**src/rtl/fetch_pkg.sv**
```systemverilog
// Shared types and constants for the instruction fetch sequencer.
// The optional misaligned-redirect trap is controlled by the macro FETCH_ALIGN_TRAP_EN.
package fetch_pkg;

  localparam int INST_W  = 32;
  localparam int PC_STEP = 4;

  typedef enum logic [1:0] {
    IDLE   = 2'd0,
    FETCH  = 2'd1,
    HALTED = 2'd2
  } state_e;

endpackage

```
**src/rtl/fetch_queue.sv**
```systemverilog
// Small FIFO of {pc, instruction word} pairs sitting between fetch and decode.
// A flush empties it in one cycle and takes precedence over push and pop.
module fetch_queue
  import fetch_pkg::*;
#(
  parameter int ADDR_W = 8,
  parameter int QDEPTH = 2,
  localparam int PTR_W = (QDEPTH > 1) ? $clog2(QDEPTH) : 1,
  localparam int CNT_W = PTR_W + 1
) (
  input  logic              clk,
  input  logic              rst_n,
  input  logic              push_i,
  input  logic [ADDR_W-1:0] push_pc_i,
  input  logic [INST_W-1:0] push_word_i,
  input  logic              pop_i,
  input  logic              flush_i,
  output logic [CNT_W-1:0]  count_o,
  output logic [ADDR_W-1:0] head_pc_o,
  output logic [INST_W-1:0] head_word_o
);

  logic [QDEPTH-1:0][ADDR_W-1:0] pc_mem_q;
  logic [QDEPTH-1:0][INST_W-1:0] word_mem_q;
  logic [PTR_W-1:0]              wr_q, wr_d;
  logic [PTR_W-1:0]              rd_q, rd_d;
  logic [CNT_W-1:0]              cnt_q, cnt_d;
  logic                          not_empty, full;
  logic                          do_push, do_pop;

  assign not_empty = (cnt_q != '0);
  assign full      = (cnt_q == CNT_W'(QDEPTH));
  assign do_pop    = pop_i && not_empty;
  // A full queue can still take a word when the head leaves on the same edge.
  assign do_push   = push_i && (!full || do_pop);

  // Pointer and occupancy update; flush resets everything to empty.
  always_comb begin
    wr_d  = wr_q;
    rd_d  = rd_q;
    cnt_d = cnt_q;
    if (flush_i) begin
      wr_d  = '0;
      rd_d  = '0;
      cnt_d = '0;
    end else begin
      wr_d  = wr_q + PTR_W'(do_push);
      rd_d  = rd_q + PTR_W'(do_pop);
      cnt_d = cnt_q + CNT_W'(do_push) - CNT_W'(do_pop);
    end
  end

  // Pointer and count registers.
  always_ff @(posedge clk or negedge rst_n) begin
    if (!rst_n) begin
      wr_q  <= '0;
      rd_q  <= '0;
      cnt_q <= '0;
    end else begin
      wr_q  <= wr_d;
      rd_q  <= rd_d;
      cnt_q <= cnt_d;
    end
  end

  // Entry storage; a flushed push is dropped.
  always_ff @(posedge clk or negedge rst_n) begin
    if (!rst_n) begin
      pc_mem_q   <= '0;
      word_mem_q <= '0;
    end else if (do_push && !flush_i) begin
      pc_mem_q[wr_q]   <= push_pc_i;
      word_mem_q[wr_q] <= push_word_i;
    end
  end

  // Head outputs read as zero while the queue is empty.
  assign count_o     = cnt_q;
  assign head_pc_o   = not_empty ? pc_mem_q[rd_q]   : '0;
  assign head_word_o = not_empty ? word_mem_q[rd_q] : '0;

endmodule

```
**src/rtl/fetch_controller.sv**
```systemverilog
// Instruction fetch sequencer: owns the fetch PC, reads one ROM word per cycle
// into fetch_queue and presents the head to decode over valid/ready.
// Define FETCH_ALIGN_TRAP_EN to trap misaligned redirects (sticky misalign,
// halt); otherwise the low target bits are silently cleared.
module fetch_controller
  import fetch_pkg::*;
#(
  parameter int                ADDR_W   = 8,
  parameter logic [ADDR_W-1:0] RESET_PC = '0,
  parameter int                QDEPTH   = 2
) (
  input  logic              clk,
  input  logic              rst_n,
  input  logic              start,
  input  logic              halt_req,
  input  logic              redirect_valid,
  input  logic [ADDR_W-1:0] redirect_target,
  output logic [ADDR_W-1:0] imem_addr,
  input  logic [INST_W-1:0] imem_data,
  output logic              inst_valid,
  input  logic              inst_ready,
  output logic [INST_W-1:0] inst_out,
  output logic [ADDR_W-1:0] inst_pc,
  output logic              busy,
  output logic              misalign
);

  localparam int PTR_W = (QDEPTH > 1) ? $clog2(QDEPTH) : 1;
  localparam int CNT_W = PTR_W + 1;

  state_e            state_q, state_d;
  logic [ADDR_W-1:0] pc_q, pc_d;
  logic [CNT_W-1:0]  q_count;
  logic              q_full;
  logic              pop;
  logic              push;
  logic              flush;
  logic              trap;

  assign q_full     = (q_count == CNT_W'(QDEPTH));
  assign inst_valid = (q_count != '0);
  assign pop        = inst_valid && inst_ready;
  assign imem_addr  = pc_q;

`ifdef FETCH_ALIGN_TRAP_EN
  logic mis_q, mis_d;

  assign trap = redirect_valid && (redirect_target[1:0] != 2'b00);

  // Misalign is sticky: only reset clears it.
  always_comb mis_d = mis_q | trap;

  // Sticky misalign register.
  always_ff @(posedge clk or negedge rst_n) begin
    if (!rst_n) mis_q <= 1'b0;
    else        mis_q <= mis_d;
  end

  assign misalign = mis_q;
`else
  assign trap     = 1'b0;
  assign misalign = 1'b0;
`endif

  // FSM state register.
  always_ff @(posedge clk or negedge rst_n) begin
    if (!rst_n) state_q <= IDLE;
    else        state_q <= state_d;
  end

  // Next state: a trapped redirect halts; halt_req beats start; a pending
  // misalign keeps the sequencer parked.
  always_comb begin
    state_d = state_q;
    if (trap) begin
      state_d = HALTED;
    end else begin
      unique case (state_q)
        FETCH: if (halt_req) state_d = HALTED;
        IDLE, HALTED: begin
          if (start) begin
            if (halt_req)       state_d = HALTED;
            else if (!misalign) state_d = FETCH;
          end
        end
        default: state_d = IDLE;
      endcase
    end
  end

  // FSM outputs: fetch only in FETCH, never on a halt or redirect cycle, and
  // only when the queue has (or is freeing) a slot.
  always_comb begin
    busy  = (state_q == FETCH);
    flush = redirect_valid;
    push  = busy && !halt_req && !redirect_valid && (!q_full || pop);
  end

  // Next fetch PC: aligned redirect target, else advance past a pushed word.
  always_comb begin
    pc_d = pc_q;
    if (redirect_valid) begin
      if (!trap) pc_d = redirect_target & ~ADDR_W'(3);
    end else if (push) begin
      pc_d = pc_q + ADDR_W'(PC_STEP);
    end
  end

  // Fetch PC register.
  always_ff @(posedge clk or negedge rst_n) begin
    if (!rst_n) pc_q <= RESET_PC;
    else        pc_q <= pc_d;
  end

  fetch_queue #(
    .ADDR_W (ADDR_W),
    .QDEPTH (QDEPTH)
  ) u_queue (
    .clk         (clk),
    .rst_n       (rst_n),
    .push_i      (push),
    .push_pc_i   (pc_q),
    .push_word_i (imem_data),
    .pop_i       (pop),
    .flush_i     (flush),
    .count_o     (q_count),
    .head_pc_o   (inst_pc),
    .head_word_o (inst_out)
  );

endmodule

```
**config.mk**
```make
export PLATFORM = sky130hd
export DESIGN_NAME = fetch_controller
export DESIGN_NICKNAME = d
export VERILOG_FILES = /design/src/rtl/fetch_pkg.sv /design/src/rtl/fetch_queue.sv /design/src/rtl/fetch_controller.sv
export SDC_FILE = /design/constraint.sdc
export NUM_CORES = 1
export LEC_CHECK = 0
export CORE_ASPECT_RATIO = 1.4
export CORE_MARGIN = 2
export CORE_UTILIZATION = 30
export DETAILED_ROUTE_END_ITERATION = 10
export REMOVE_ABC_BUFFERS = 1
export SLEW_MARGIN = 15
export SYNTH_ARGS = -nofsm -noshare
export SYNTH_HDL_FRONTEND = slang
export SYNTH_SLANG_ARGS = --single-unit
```
**constraint.sdc**
```tcl
create_clock -name clk -period 2.6 [get_ports clk]
set_input_delay 0.65 -clock clk [delete_from_list [all_inputs] [get_ports clk]]
set_output_delay 0.65 -clock clk [all_outputs]
set_load 0.1 [all_outputs]
```
# == After elaboration in Yosys (flattened, before gate mapping) ==
# Cells that the tools add are included.
# word_totals
regBits,94
out_inout_bits,51
memories,0
mem_bits_rw,0
latch_bits,0
rom_bits,0
# classes
bitwise,0
mux,21
div_mod_pow,0
eq_ne,5
reduce_logical,18
n_shift,0
order_cmp,3
add_sub_neg,5
multipliers,0
# ops
op,count
$mux W32,4
$bwmux W64,1
$mux W8,6
$demux W32 S1,1
$bwmux W16,1
$add A8 B3 Y8 const B,1
$demux W8 S1,1
$logic_and A1 B1 Y1,8
$mux W2,4
$eq A2 B2 Y1 const B,2
$lt A1 B2 Y1 const B,2
$ne A2 B2 Y1 const B,2
$pmux W2 S2,1
$reduce_bool A2 Y1,2
$logic_not A1 Y1,3
$add A1 B1 Y1,2
$add A2 B1 Y2,1
$eq A2 B1 Y1 const B,1
$logic_not A2 Y1,1
$logic_or A1 B1 Y1,2
$mux W1,2
$reduce_and A2 Y1,1
$reduce_or A2 Y1,1
$sub A2 B1 Y2,1
$ge A1 B1 Y1 const B,1

# == Longest topological paths before layout ==
# Gate-level depths: netlist of the first run.
# logic_depth
ltp_word,8
mapped_depth,7

# == Cells and area by module ==
# A second synthesis of the first run with hierarchy kept.
# unflattened
cells_unflattened,344
area_unflattened_um2,4516.8
# by_module_without_submodules
module,seq_area_each_um2,cells_per_inst,area_each_um2,instances
fetch_queue,2102.0,282,3978.8,1
fetch_controller,200.2,62,538.0,1

# == Worst setup path before layout of the first run ==
# Ideal clock, no wire load.
# synth_timing
path_kind,register to output
from,reg u_queue.rd_q
to,out inst_out[10]
n_path_buf,3
t_arrival_ps,2558
setup_slack_ps,-608
path_stages_with_launch,6
t_required_ps,1950
cell_sequence,dfrtp_1 clkbuf_1 clkbuf_1 buf_2 mux2i_1 nor2_1
# synth_via
elab_chain_len,3
# synth_lines
element,line,text
start: declaration,fetch_queue.sv:26,"logic [PTR_W-1:0] rd_q, rd_d;"
start signal: assignment,fetch_queue.sv:61,rd_q <= rd_d;
$mux W32 (not written as such) (2 in series),fetch_queue.sv:80,assign head_word_o = not_empty ? word_mem_q[rd_q] : '0;
$mux W32,fetch_queue.sv:80,
end: declaration,fetch_controller.sv:22,"output logic [INST_W-1:0] inst_out,"
# Every way passes these cells. The select of a mux whose other input is x is not followed.

# == Worst setup path after layout of the first run ==
# layout_timing
from,reg u_queue.cnt_q[1] (netlist: u_queue.count_o[1])
to,out inst_out[26]
# layout_via
elab_chain_len,2
# layout_lines
element,line,text
start: declaration,fetch_queue.sv:27,"logic [CNT_W-1:0] cnt_q, cnt_d;"
start signal: assignment,fetch_queue.sv:62,cnt_q <= cnt_d;
$reduce_bool A2 Y1,fetch_queue.sv:31,assign not_empty = (cnt_q != '0);
$mux W32,fetch_queue.sv:80,
# Every way passes these cells.

==> results.sh, run 1 <==
export IMPL_status="finished clean"
export IMPL_io_buffers=89
export IMPL_std_cell_rows=51
export IMPL_vias=2882
export IMPL_die_y_um=144
export IMPL_post_cts_buffers=0
export IMPL_critical_path_class="flip-flop to output pin"
export IMPL_ios=97
export IMPL_syn_to_final_growth_pct=43.3
export IMPL_wl_per_cell_um=15.0
export IMPL_start_kind="flip-flop"
export IMPL_power_leakage_nw=2.72
export IMPL_antenna_cells=0
export IMPL_clockRootBuffer="clkbuf_16"
export IMPL_reg2reg_slack_ns=0.67
export IMPL_fin_cells=612
export IMPL_synth_avg_cell_area_um2=12.7
export IMPL_cpLargestDelayFamily="simple AND/OR/NAND/NOR gates"
export IMPL_worstPathCellList="nor2_4 -> buf_12 -> nor2_1 -> buf_12"
export IMPL_place_area_um2=5760
export IMPL_cp_slowest_stage_delay_ns=0.44
export IMPL_dpl_cell_count=598
export IMPL_dp_slack_ns=0.0366
export IMPL_clk_latency_ns=0.33
export IMPL_min_period_ns=2.38
export IMPL_die_width_um=104
export IMPL_slowest_stage="dfrtp_1"
export IMPL_postSynth_asyncResetShare_pct=100
export IMPL_core_area_um2=13800
export IMPL_ir_drop_v=0.000444
export IMPL_drc_errors=0
export IMPL_synth_seq_area_share_pct=52.1
export IMPL_initial_utilization_pct=30.5
export IMPL_critPathArrivalTime_ns=1.73
export IMPL_ant_nets=0
export IMPL_fmax_mhz=420
export IMPL_path_buf_inv=2
export IMPL_cts_buffer_depth=2
export IMPL_maxSlewViolCount=0
export IMPL_htree_levels=3
export IMPL_routed_wirelength_mm=9.15
export IMPL_fin_ws_ns=0.219
export IMPL_drt_pre_antenna_iters=4
export IMPL_grt_pass1_wl_mm=14.9
export IMPL_synth_top_area_share_pct=52.1
export IMPL_worst_pin_slew_ns=0.669
export IMPL_fin_worst_hold_slack_ns=0.349
export IMPL_reg2reg_to="u_queue.word_mem_q[31]"
export IMPL_overflow=0
export IMPL_routabilityCongestion=0.774
export IMPL_tns_ns=0
export IMPL_cp_common_cell="buf_12"
export IMPL_synth_top_area_cell="dfrtp_1"
export IMPL_skew_ns=0.00522
export IMPL_stdcell_area_um2=6050
export IMPL_rsz0062_at_grt="false"
export IMPL_grt_max_degree=52
export IMPL_finalCritPeriodShare_pct=91.6
export IMPL_hold_class="input port to asynchronous set/reset pin"
export IMPL_numCtsBuffers=9
export IMPL_syn_inst=332
export IMPL_antenna_found_initial=0
export IMPL_synthDistinctLibCells=34
export IMPL_r2r_start="state_q[1]"
export IMPL_ys_seq_elements=88
export IMPL_max_cap_violations=0
export IMPL_cts_clk_slew_worst_paths_ns=0.06
export IMPL_ys_top_cells_by_count="88 x dfrtp_1, 57 x mux2_2, 45 x nor2_1"
export IMPL_synthesis_area_um2=4230
export IMPL_pwr_density_cell_nw_per_um2=1230
export IMPL_cts_tree="built"
export IMPL_worst_r2r_cell_count=4
export IMPL_fin_nets=473
export IMPL_yosys_cell_count_top_type="dfrtp_1"
export IMPL_dieArea_um2=15100
export IMPL_hold_buffers=0
export IMPL_grt_total_usage_pct=12.5
export IMPL_synthTopCellsByArea="dfrtp_1 52%, mux2_2 15%, mux2i_1 9.0%"
export IMPL_drtIter0Drc=41
export IMPL_slew_headroom_pct=55.4
export IMPL_final_hold_viol_count=0
export IMPL_finalSetupViolations=0
export IMPL_via_per_inst=4.71
export IMPL_synth_ff_type="dfrtp_1"
export IMPL_synth_edff_count=0
export IMPL_ys_warn_count=0
export IMPL_dp_hpwl_mm=6.21
export IMPL_endpoint_kind="output pin"
export IMPL_drive_gt1_share_pct=36.5
export IMPL_cts_resized=0
export IMPL_first_global_vias=3062
export IMPL_worstPathMaxFanout=26
export IMPL_cts_sinks=88
export IMPL_required_ns=1.95
==> state kept, by name (all words and copies together), names as in the netlist <==
register	count
imem_addr	6
u_queue.count_o	2
u_queue.pc_mem_q	12
u_queue.word_mem_q	64
u_queue.wr_q	1
state_q	2
u_queue.rd_q	1
==> per-stage QoR <==
stage	util (%)	power, mW
2_1_floorplan	-	4.68
4_1_cts	43.7	7.54
5_1_grt	43.7	7.76
6_report	43.7	7.44
3_5_place_dp	41.6	6.23
3_3_place_gp	41.6	6.17
==> worst max-delay path by stage <==
stage | slack (ns) | end | cells past startpoint | start
2_1_floorplan | -0.95 | inst_out[0] | 2 | u_queue.rd_q
3_5_place_dp | 0.04 | u_queue.word_mem_q[27] | 5 | halt_req
5_1_grt | 0.11 | inst_valid | 4 | u_queue.count_o[1]
3_3_place_gp | 0.05 | u_queue.word_mem_q[21] | 5 | halt_req
4_1_cts | 0.16 | inst_out[26] | 4 | u_queue.count_o[1]
6_report | 0.22 | inst_out[26] | 4 | u_queue.count_o[1]
==> kinds of logic after synthesis <==
logic type | Yosys count | synth area share [%]
AO/OA/AOI/OAI | 14 | 2.25
buffers and inverters | 34 | 4.26
multiplexers | 115 | 31.3
flip-flops | 88 | 52.1
XOR/XNOR | 3 | 0.622
adder cells (fa/ha/maj) | 3 | 0.888
AND/OR/NAND/NOR | 74 | 8.47
other | 1 | 0.0888
==> layout make-up <==
type / instances / area, um^2
clock buffers: 11 / 253
clock inverters: 3 / 42.5
fillers: 1310 / 7790
inverters: 8 / 30.0
multi-input cells: 214 / 1870
flip-flops and latches: 88 / 2200
well taps: 185 / 231
repair buffers: 103 / 1430
==> power breakdown <==
part           switching (mW)  leakage (nW)  internal (mW)
Sequential              0.205          1.14           1.71
Clock                   0.497         0.143          0.784
Combinational            2.66          1.44           1.58
==> metal layers <==
metal	global-route usage [%]	vias to the layer above	wire length [um]
li1	-	1326	-
met1	14.2	1481	3880
met2	23.0	67	4770
met3	3.06	8	407
met4	4.05	0	99
met5	0	-	0
==> worst reg2reg max path, delay by kind of cell, from the launching register on <==
kind                   cells  cell delay [ns]
flip-flops                 1             0.41
multiplexers               1             0.32
AND/OR/NAND/NOR            2             0.88
buffers and inverters      1             0.20
==> placed cells by master (no fill, tap or decap), drive strengths merged, types with 2 or more instances in the layout <==
master | netlist | layout
a21oi | 2 | 2
a221o | 2 | 2
a31oi | 2 | 2
buf | 15 | 61
clkbuf | 11 | 11
clkdlybuf4s50 | 0 | 42
conb | 1 | 5
dfrtp | 88 | 88
ha | 3 | 3
inv | 8 | 8
mux2 | 77 | 77
mux2i | 38 | 38
nand2 | 5 | 5
nand3 | 3 | 3
nand4 | 3 | 3
nor2 | 45 | 45
nor2b | 5 | 5
nor3b | 2 | 2
nor4 | 3 | 3
o21ai | 4 | 4
o311ai | 2 | 2
or3b | 2 | 2
or4 | 3 | 3
xor2 | 2 | 2
Power figures use the tool's default switching activity.
==> run 2: changes to the inputs <==
- CTS_CLUSTER_DIAMETER: not set -> 200
==> results of run 2 <==
The final DEF is identical to that of run 1; final timing and power are the same.
